<file path="config.mk">
export PLATFORM = sky130hd
export DESIGN_NAME = imem_fetch_ctrl
export DESIGN_NICKNAME = d
export VERILOG_FILES = /design/src/rtl/imem_fetch_ctrl.sv
export SDC_FILE = /design/constraint.sdc
export NUM_CORES = 1
export LEC_CHECK = 0
export BUFFER_PORTS_ARGS = -buffer_cell sky130_fd_sc_hd__buf_2
export CAP_MARGIN = 30
export CORE_UTILIZATION = 37
export DETAILED_ROUTE_END_ITERATION = 12
export PLACE_DENSITY_LB_ADDON = 0.3
export SYNTH_ARGS = -nofsm -noshare
export SYNTH_HDL_FRONTEND = slang
export SYNTH_SLANG_ARGS = --single-unit
</file>
<file path="constraint.sdc">
create_clock -name clock -period 2.1 [get_ports clock]
set_input_delay 0.42 -clock clock [delete_from_list [all_inputs] [get_ports clock]]
set_output_delay 0.42 -clock clock [all_outputs]
set_load 0.01 [all_outputs]
</file>
<file path="src/rtl/imem_fetch_ctrl.sv">
// Instruction fetch sequencer: PC, zero-bubble redirects, decode back-pressure, loader write path.
// Optional IMEM_FETCH_PERF_EN adds saturating consumed/stall/redirect counters.
//
// state | meaning
// RUN   | fetching; one instruction per cycle unless stalled or redirected
// LOAD  | loader owns the memory; each load_req cycle is one write
module imem_fetch_ctrl #(
  parameter int ADDR_W   = 8,
  parameter int DATA_W   = 32,
  parameter int START_PC = 0
) (
  input  logic              clock,
  input  logic              reset_n,
  input  logic              stall,
  input  logic              branch_valid,
  input  logic [ADDR_W-1:0] branch_target,
  input  logic              load_req,
  input  logic [ADDR_W-1:0] load_addr,
  input  logic [DATA_W-1:0] load_data,
  output logic              load_ack,
  output logic [ADDR_W-1:0] mem_addr,
  output logic              mem_we,
  output logic [DATA_W-1:0] mem_wdata,
  input  logic [DATA_W-1:0] mem_rdata,
  output logic [DATA_W-1:0] inst_out,
  output logic [ADDR_W-1:0] inst_pc,
  output logic              inst_valid
`ifdef IMEM_FETCH_PERF_EN
  ,
  output logic [15:0]       perf_consumed,
  output logic [15:0]       perf_stalls,
  output logic [15:0]       perf_redirects
`endif
);

  typedef enum logic {RUN, LOAD} state_t;

  localparam logic [ADDR_W-1:0] START = ADDR_W'(START_PC);
  localparam logic [ADDR_W-1:0] ONE   = ADDR_W'(1);

  state_t            state_q, state_d;
  logic [ADDR_W-1:0] pc_q, pc_d;
  logic [ADDR_W-1:0] rd_pc_q, rd_pc_d;
  logic              rd_valid_q, rd_valid_d;

  always_ff @(posedge clock) begin
    if (!reset_n) begin
      state_q    <= RUN;
      pc_q       <= START;
      rd_pc_q    <= START;
      rd_valid_q <= 1'b0;
    end else begin
      state_q    <= state_d;
      pc_q       <= pc_d;
      rd_pc_q    <= rd_pc_d;
      rd_valid_q <= rd_valid_d;
    end
  end

  always_comb begin
    state_d    = state_q;
    pc_d       = pc_q;
    rd_pc_d    = rd_pc_q;
    rd_valid_d = rd_valid_q;
    mem_addr   = pc_q;
    mem_we     = 1'b0;
    load_ack   = 1'b0;
    case (state_q)
      RUN: begin
        if (load_req) begin
          state_d    = LOAD;
          rd_valid_d = 1'b0;
        end else if (branch_valid) begin
          mem_addr   = branch_target;
          rd_pc_d    = branch_target;
          rd_valid_d = 1'b1;
          pc_d       = branch_target + ONE;
        end else if (stall) begin
          // re-read the displayed word so inst_out stays put
          mem_addr = rd_pc_q;
        end else begin
          rd_pc_d    = pc_q;
          rd_valid_d = 1'b1;
          pc_d       = pc_q + ONE;
        end
      end
      LOAD: begin
        if (load_req) begin
          mem_addr = load_addr;
          mem_we   = 1'b1;
          load_ack = 1'b1;
        end else begin
          state_d    = RUN;
          pc_d       = START;
          rd_valid_d = 1'b0;
        end
      end
      default: state_d = RUN;
    endcase
  end

  assign mem_wdata  = load_data;
  assign inst_out   = mem_rdata;
  assign inst_pc    = rd_pc_q;
  assign inst_valid = rd_valid_q;

`ifdef IMEM_FETCH_PERF_EN
  logic ev_consume, ev_stall, ev_redirect;

  assign ev_consume  = rd_valid_q && !stall;
  assign ev_stall    = rd_valid_q && stall;
  assign ev_redirect = (state_q == RUN) && !load_req && branch_valid;

  always_ff @(posedge clock) begin
    if (!reset_n) begin
      perf_consumed  <= 16'd0;
      perf_stalls    <= 16'd0;
      perf_redirects <= 16'd0;
    end else begin
      if (ev_consume && perf_consumed != 16'hFFFF)
        perf_consumed <= perf_consumed + 16'd1;
      if (ev_stall && perf_stalls != 16'hFFFF)
        perf_stalls <= perf_stalls + 16'd1;
      if (ev_redirect && perf_redirects != 16'hFFFF)
        perf_redirects <= perf_redirects + 16'd1;
    end
  end
`endif

endmodule

</file>
==> impl_metrics.py, run 1 <==
metrics = {
    "worst_setup_path": {
        "cp_common_cell": "buf_2",
        "cp_max_fo": 23,
        "required_ps": 1680,
        "startpoint_type": "input port",
        "rr_worst_depth": 7,
        "path_buf_inv": 3,
        "rr_startpoint": "pc_q[0]$_SDFFE_PN0P_",
        "crit_chain": "buf_2 -> inv_2 -> o211ai_1 -> nand3_1 -> buf_2",
        "reg2reg_slack_ps": 490,
        "cp-end-kind": "primary output",
        "crit_arrival_ps": 1410,
        "crit_family": "buffers and inverters",
        "cp_slowest_cell": "buf_2",
        "crit_type": "in -> out",
        "slowest_delay_ps": 310,
        "r2r-end": "pc_q[6]$_SDFFE_PN0P_",
    },
    "timing": {
        "worst_pin_slew_ps": 523,
        "min_period_ps": 1830,
        "rsz0062_at_grt": "no",
        "final_max_slew_viol_count": 0,
        "clock_skew_ps": 2.74,
        "finalHoldViolCount": 0,
        "worst_slack_ps": 268,
        "finalSetupViolCount": 0,
        "max-slew-margin-rel_pct": 65.1,
        "setup_tns_ps": 0,
        "clock.fmax_mhz": 546,
        "period_share_pct": 87.2,
    },
    "die": {
        "ios": 168,
        "fp-row-count": 24,
        "start_util_pct": 39.2,
        "die_h_um": 70.4,
        "die_x_um": 70.4,
        "die-area_um2": 4950,
        "coreArea_um2": 4410,
    },
    "cts": {
        "cts_buffers": 3,
        "cts-resized-gates": 0,
        "postCtsHoldBufs": 0,
        "cts_sinks": 18,
        "cts_setup_buffers": 0,
        "clkLatencyLatePin_ps": 260,
        "htreeDepth": 1,
        "clock_path_buffers": 2,
        "cts-root-buf": "clkbuf_8",
        "cts_tree": "built",
        "clk_pin_slew_worst_paths_ps": 80,
    },
    "synthesis": {
        "yosysWarnings": 0,
        "synth-main-ff-cell": "dfxtp_1",
        "synth_area_leaders": "buf_4, dfxtp_1, nand2_1, mux2i_1, a21oi_1",
        "synth_top_area_share_pct": 28.7,
        "yosys.area.top_type": "buf_4",
        "async_flop_share_pct": 0,
        "yosys_register_bits": 18,
        "postSynthCellCount": 224,
        "seq_area_frac_synth_pct": 20.8,
        "avgSynthCellArea_um2": 7.72,
        "syn_area_um2": 1730,
        "synth_edf_count": 0,
        "syn-num-nets": 310,
        "yosys.cell_types.count": 44,
    },
    "drt": {
        "wire_per_inst_um": 14.3,
        "vias_per_cell": 5.15,
        "postRouteWirelength_mm": 3.56,
        "drt-pass1-iter-count": 4,
        "vias": 1283,
        "drcViolationCount": 0,
        "postRouteAntennaNets": 0,
        "drtIter0Drc": 69,
    },
    "job": {
        "drv_cap": 0,
    },
    "global_route": {
        "overflow": 0,
        "gr-usage-all-layers_pct": 14.1,
        "grt_start_max_net_pins": 24,
        "first_global_vias": 1125,
        "antenna_found_initial": 0,
        "grt_pass1_wl_mm": 5.58,
    },
    "power_and_ir_drop": {
        "p_leak_nw": 0.694,
        "power_density_nw_per_um2": 577,
        "ir_drop_v": 0.000195,
    },
    "cells_and_area": {
        "num_antenna_cells": 0,
        "area_growth_pct": -12.7,
        "fin_util_pct": 34.2,
        "nNetsFinal": 284,
        "fill_cells": 491,
        "drive_gt1_share_pct": 27.9,
        "fin_area_um2": 1510,
    },
    "placed_design": {
        "place.gp.congestion": 0.812,
        "placed_cell_area_um2": 1460,
        "dp_slack_ps": 213,
        "portBuffers": 39,
        "dpl.hpwl_mm": 2.70,
    },
    "min_path": {
        "hold_path_startpoint": "reset_n",
        "hp-class": "in -> reg",
        "min_to": "state_q$_SDFF_PN0_",
        "hold-path-cell-count": 2,
    },
    "outcome": {
        "outcome": "complete, no violations",
    },
}
## worst max-delay path by stage
stage / start / end / cells past startpoint
floorplan: branch_valid / pc_q[4]$_SDFFE_PN0P_ / 8
global placement: branch_valid / pc_q[4]$_SDFFE_PN0P_ / 7
detailed placement: branch_valid / pc_q[4]$_SDFFE_PN0P_ / 7
CTS: branch_valid / mem_addr[2] / 5
global route: branch_valid / mem_addr[3] / 5
finish: branch_valid / mem_addr[2] / 5
## where the power goes
group          switching, W  internal [W]
combinational      0.000114     0.0000809
sequential        0.0000183      0.000358
clock              0.000134      0.000167
## worst register-to-register path, delay by kind of cell (launching register included)
family	cells	cell delay [ps]
buf+inv	2	160
compound gates	3	520
fa+ha+maj	1	240
xor+xnor	1	150
flops	1	440
## layout make-up
| cell class | instances | area [um^2] | area share (%) |
|---|---|---|---|
| inverter | 7 | 26.3 | 1.74 |
| timing repair buffer | 41 | 210 | 13.9 |
| tap | 52 | 65.1 | 4.31 |
| multi-input combinational | 127 | 793 | 52.5 |
| clock buffer | 4 | 55.1 | 3.65 |
| sequential | 18 | 360 | 23.9 |
## cells in the final DEF (no fill, tap or decap), types with 4 or more instances in the layout
cell / count
a21oi_1: 12
nor2_1: 4
mux2i_1: 11
nand2_1: 38
dfxtp_1: 18
o21ai_0: 9
inv_1: 6
nand3_1: 11
o211ai_1: 6
clkbuf_8: 4
buf_2: 39
## cell families after synthesis
family	share of synthesized area (%)
xor gates and xnor gates	1.52
AOI/OAI and AO/OA	16.6
DFF	20.8
muxes	7.02
adders and majority gates	0.723
buffers and inverters	33.3
and+or+nand+nor	20.0
## routing by layer
metal / up-vias / track usage (%) / share of wire (%)
li1: 641 / - / -
met1: 582 / 18.4 / 45
met2: 44 / 22.3 / 46
met3: 16 / 2.16 / 6.5
met4: 0 / 6.89 / 2.2
met5: - / 0 / 0
## synthesized netlist by cell type, drive strengths merged (2+ instances only)
cell / number
nand2: 39
nand3: 11
a21boi: 3
xnor2: 2
dfxtp: 18
a22oi: 2
and2: 2
inv: 7
clkbuf: 3
a221oi: 2
a21oi: 13
buf: 69
nand3b: 2
o211ai: 6
o21ai: 11
mux2i: 11
nor2: 5
## flip-flops by register name (all words and copies together) (netlist names)
name        count
inst_pc         8
state_q         1
pc_q            8
inst_valid      1
## metrics by stage
| stage | hold WS [ps] | std cells | power (W) |
|---|---|---|---|
| 2_1_floorplan | 462 | 224 | 0.000637 |
| 3_3_place_gp | 463 | 245 | 0.000580 |
| 3_5_place_dp | 465 | 245 | 0.000580 |
| 4_1_cts | 434 | 249 | 0.000879 |
| 5_1_grt | 477 | 249 | 0.000915 |
| 6_report | 430 | 249 | 0.000872 |
Note: power is estimated with default switching activity, not from simulation.
==> run 2: changes to the inputs <==
- CORE_MARGIN: default -> 2
- CORE_UTILIZATION: 37 -> 38
- CTS_BUF_LIST: default -> sky130_fd_sc_hd__clkbuf_8
==> impl_metrics.py, run 2 (same netlist as run 1, synthesis figures left out) <==
metrics = {
    "outcome": {
        "outcome": "complete, no violations",
    },
    "drt": {
        "dr.max_layer_used": "met4",
        "wire_per_inst_um": 14.8,
        "vias_per_cell": 5.29,
        "met1Wirelength_mm": 1.59,
        "drtIter0Drc": 78,
        "drcViolationCount": 0,
        "drt-pass1-iter-count": 4,
        "wl_met3_um": 260,
        "postRouteAntennaNets": 0,
        "postRouteWirelength_mm": 3.68,
        "vias": 1313,
        "wl_met2_mm": 1.73,
    },
    "cells_and_area": {
        "fin_util_pct": 34.4,
        "area_growth_pct": -13.5,
        "final_common_cell": "buf_2",
        "layout_common_cells": "buf_2, nand2_1, dfxtp_1, a21oi_1",
        "drive_gt1_share_pct": 27.6,
        "fill_cells": 495,
        "nNetsFinal": 284,
        "num_antenna_cells": 0,
    },
    "cts": {
        "cts-root-buf": "clkbuf_8",
        "postCtsHoldBufs": 0,
        "cts_buffers": 3,
        "cts_setup_buffers": 0,
        "clock_path_buffers": 2,
        "cts_sinks": 18,
        "cts-resized-gates": 0,
        "cts_tree": "built",
        "clkLatencyLatePin_ps": 260,
        "htreeDepth": 1,
        "clk_pin_slew_worst_paths_ps": 70,
    },
    "die": {
        "die_h_um": 71.5,
        "fp-row-count": 24,
        "ios": 168,
        "die-area_um2": 5110,
        "die_x_um": 71.5,
        "coreArea_um2": 4350,
        "start_util_pct": 39.7,
    },
    "timing": {
        "period_share_pct": 87.0,
        "finalSetupViolCount": 0,
        "rsz0062_at_grt": "no",
        "whs_ps": 444,
        "setup_tns_ps": 0,
        "max-slew-margin-rel_pct": 65.2,
        "final_max_slew_viol_count": 0,
        "worst_pin_slew_ps": 521,
        "clock_skew_ps": 2.29,
        "clock.fmax_mhz": 547,
        "min_period_ps": 1830,
        "finalHoldViolCount": 0,
    },
    "worst_setup_path": {
        "startpoint_type": "flop",
        "cp_max_fo": 9,
        "crit_type": "reg -> out",
        "crit_arrival_ps": 1410,
        "path_buf_inv": 1,
        "slowest_delay_ps": 370,
        "cp-end-kind": "primary output",
        "reg2reg_slack_ps": 500,
        "crit_family": "simple AND/OR/NAND/NOR gates",
        "crit_chain": "nor2_2 -> nand2_1 -> o211ai_1 -> buf_2",
        "cp_slowest_cell": "nor2_2",
        "required_ps": 1680,
    },
    "global_route": {
        "grt_pass1_wl_mm": 5.82,
        "gr-usage-all-layers_pct": 14.1,
        "grt_start_max_net_pins": 21,
        "antenna_found_initial": 0,
        "first_global_vias": 1241,
        "overflow": 0,
    },
    "placed_design": {
        "portBuffers": 39,
        "place.gp.congestion": 0.882,
        "dpl.hpwl_mm": 2.78,
    },
    "power_and_ir_drop": {
        "p_leak_nw": 0.687,
        "power_density_nw_per_um2": 552,
        "ir_drop_v": 0.000185,
    },
    "min_path": {
        "hp-class": "in -> reg",
    },
    "job": {
        "drv_cap": 0,
    },
}
## run 2: cell count changes in the layout (fill, tap and decap cells not counted)
cell	delta
clkbuf_8	-1
## run 2: path summary, 6_finish.rpt
| check | cells after the start | start | endpoint |
|---|---|---|---|
| worst max register to register | 7 | pc_q[0]$_SDFFE_PN0P_ | pc_q[6]$_SDFFE_PN0P_ |
| worst min register to register | 2 | inst_pc[1]$_SDFFE_PN0P_ | inst_pc[1]$_SDFFE_PN0P_ |
| worst min-delay path | 2 | reset_n | state_q$_SDFF_PN0_ |
| worst max-delay path | 4 | state_q$_SDFF_PN0_ | mem_addr[0] |
## run 2: stage by stage
step | instance area (um^2) | instances | setup WS [ps] | power, W
floorplan | 1730 | 224 | 324 | 0.000637
global placement | 1460 | 245 | 284 | 0.000581
detailed placement | 1460 | 245 | 256 | 0.000582
CTS | 1500 | 248 | 249 | 0.000833
global route | 1500 | 248 | 105 | 0.000869
finish | 1500 | 248 | 272 | 0.000826
## run 2: metal layers
metal / vias up / GRT usage, %
met2: 37 / 23.1
met4: 0 / 8.18
met1: 615 / 17.3
met5: - / 0
li1: 639 / -
met3: 22 / 2.67
## run 2: final cells by class
type,instances,area (um^2),area share (%)
multi-input combinational,127,793,53.0
timing repair buffer,41,210,14.0
tap,52,65.1,4.35
clock buffer,3,41.3,2.76
sequential,18,360,24.1
inverter,7,26.3,1.76
## run 2: power by group
part,total (W),switching [W],internal (W)
Clock,0.000254,0.000126,0.000128
Combinational,0.000196,0.000115,0.0000810
Sequential,0.000377,0.0000187,0.000358
Total,0.000826,0.000259,0.000567
==> run 3: changes to the inputs <==
- CTS_CLUSTER_DIAMETER: default -> 100
- PLACE_DENSITY: default -> 0.81
- PLACE_DENSITY_LB_ADDON: 0.3 -> default
==> impl_metrics.py, run 3 (same netlist as run 1, synthesis figures left out) <==
metrics = {
    "global_route": {
        "antenna_found_initial": 0,
        "grt_start_max_net_pins": 27,
        "first_global_vias": 1259,
        "overflow": 0,
        "gr-usage-all-layers_pct": 14.4,
        "grt_pass1_wl_mm": 5.83,
    },
    "cts": {
        "cts_setup_buffers": 0,
        "cts_tree": "built",
        "cts_sinks": 18,
        "postCtsHoldBufs": 0,
        "cts-root-buf": "clkbuf_8",
        "cts_buffers": 3,
        "htreeDepth": 1,
        "cts-resized-gates": 0,
        "clkLatencyLatePin_ps": 260,
        "clock_path_buffers": 2,
        "clk_pin_slew_worst_paths_ps": 70,
    },
    "die": {
        "start_util_pct": 39.7,
        "ios": 168,
        "die_x_um": 71.5,
        "die_h_um": 71.5,
        "coreArea_um2": 4350,
        "fp-row-count": 24,
        "die-area_um2": 5110,
    },
    "timing": {
        "max-slew-margin-rel_pct": 69.1,
        "finalSetupViolCount": 0,
        "rsz0062_at_grt": "no",
        "setup_tns_ps": 0,
        "clock.fmax_mhz": 524,
        "period_share_pct": 90.9,
        "min_period_ps": 1910,
        "clock_skew_ps": 0.598,
        "worst_pin_slew_ps": 463,
        "finalHoldViolCount": 0,
        "final_max_slew_viol_count": 0,
    },
    "cells_and_area": {
        "final_cell_count_no_fill": 247,
        "area_growth_pct": -13.9,
        "layout_common_cells": "buf_2, nand2_1, dfxtp_1, a21oi_1",
        "drive_gt1_share_pct": 27.2,
        "final_common_cell": "buf_2",
        "nNetsFinal": 283,
        "fill_cells": 462,
        "num_antenna_cells": 0,
    },
    "outcome": {
        "outcome": "complete, no violations",
    },
    "power_and_ir_drop": {
        "power_density_nw_per_um2": 552,
        "p_leak_nw": 0.682,
        "ir_drop_v": 0.000186,
        "p_comb_share_pct": 23.9,
        "swShare_pct": 31.1,
        "cell_internal_pwr_w": 0.000566,
        "clockPowerShare_pct": 30.3,
        "seqPwrFrac_pct": 45.8,
        "netSwitchingPower_w": 0.000255,
    },
    "worst_setup_path": {
        "cp_max_fo": 26,
        "startpoint_type": "input port",
        "required_ps": 1680,
        "crit_arrival_ps": 1490,
        "crit_type": "in -> out",
        "cp-end-kind": "primary output",
    },
    "placed_design": {
        "dpl.hpwl_mm": 2.75,
        "portBuffers": 39,
        "place.gp.congestion": 0.941,
        "dp.cells": 244,
    },
    "drt": {
        "drt-pass1-iter-count": 5,
        "vias": 1323,
        "wire_per_inst_um": 14.7,
        "vias_per_cell": 5.36,
        "drtIter0Drc": 138,
        "postRouteAntennaNets": 0,
        "drcViolationCount": 0,
        "postRouteWirelength_mm": 3.62,
    },
    "job": {
        "drv_cap": 0,
    },
    "min_path": {
        "hp-class": "in -> reg",
    },
}
-- run 3: power by group through the flow --
stage               clock network [W]  logic, W  registers (W)
floorplan                           0  0.000253       0.000385
global placement                    0  0.000193       0.000383
detailed placement                  0  0.000196       0.000384
CTS                          0.000257  0.000196       0.000376
global route                 0.000269  0.000216       0.000379
finish                       0.000249  0.000196       0.000376
-- run 3: final cells by class --
class / instances / area (um^2) / area share (%)
clock buffers: 3 / 41.3 / 2.77
inverters: 7 / 26.3 / 1.76
multi-input cells: 127 / 793 / 53.3
flip-flops and latches: 18 / 360 / 24.2
well taps: 52 / 65.1 / 4.37
repair buffers: 40 / 203 / 13.6
-- run 3: through the flow --
step / cell area, um^2 / setup slack, ps / util (%) / hold WS, ps / total power [W]
2_1_floorplan: 1730 / 324 / - / 462 / 0.000637
3_3_place_gp: 1450 / 235 / 33.2 / 456 / 0.000576
3_5_place_dp: 1450 / 144 / 33.2 / 466 / 0.000580
4_1_cts: 1490 / 200 / 34.2 / 443 / 0.000830
5_1_grt: 1490 / 52.7 / 34.2 / 459 / 0.000864
6_report: 1490 / 192 / 34.2 / 444 / 0.000821
-- run 3: final timing paths --
kind / startpoint / end / slack (ps) / cells after the start
setup / recovery: branch_valid / mem_addr[2] / 190 / 5
hold / removal: reset_n / state_q$_SDFF_PN0_ / 440 / 2
setup reg to reg: pc_q[0]$_SDFFE_PN0P_ / pc_q[4]$_SDFFE_PN0P_ / 450 / 7
hold reg to reg: inst_pc[4]$_SDFFE_PN0P_ / inst_pc[4]$_SDFFE_PN0P_ / 470 / 2
-- run 3: critical path, cell delays in order --
cell and delay [ps]:
buf_2 370, inv_2 200, o211ai_1 250, nand3_1 90, buf_2 150
-- run 3: routing by layer --
layer	up-vias	wire length (um)	part of all wire (%)	global-route usage (%)
met5	-	0	0	0
li1	637	-	-	-
met1	606	1510	42	16.6
met4	0	106	2.9	9.43
met2	64	1760	49	24.3
met3	16	250	6.9	2.81
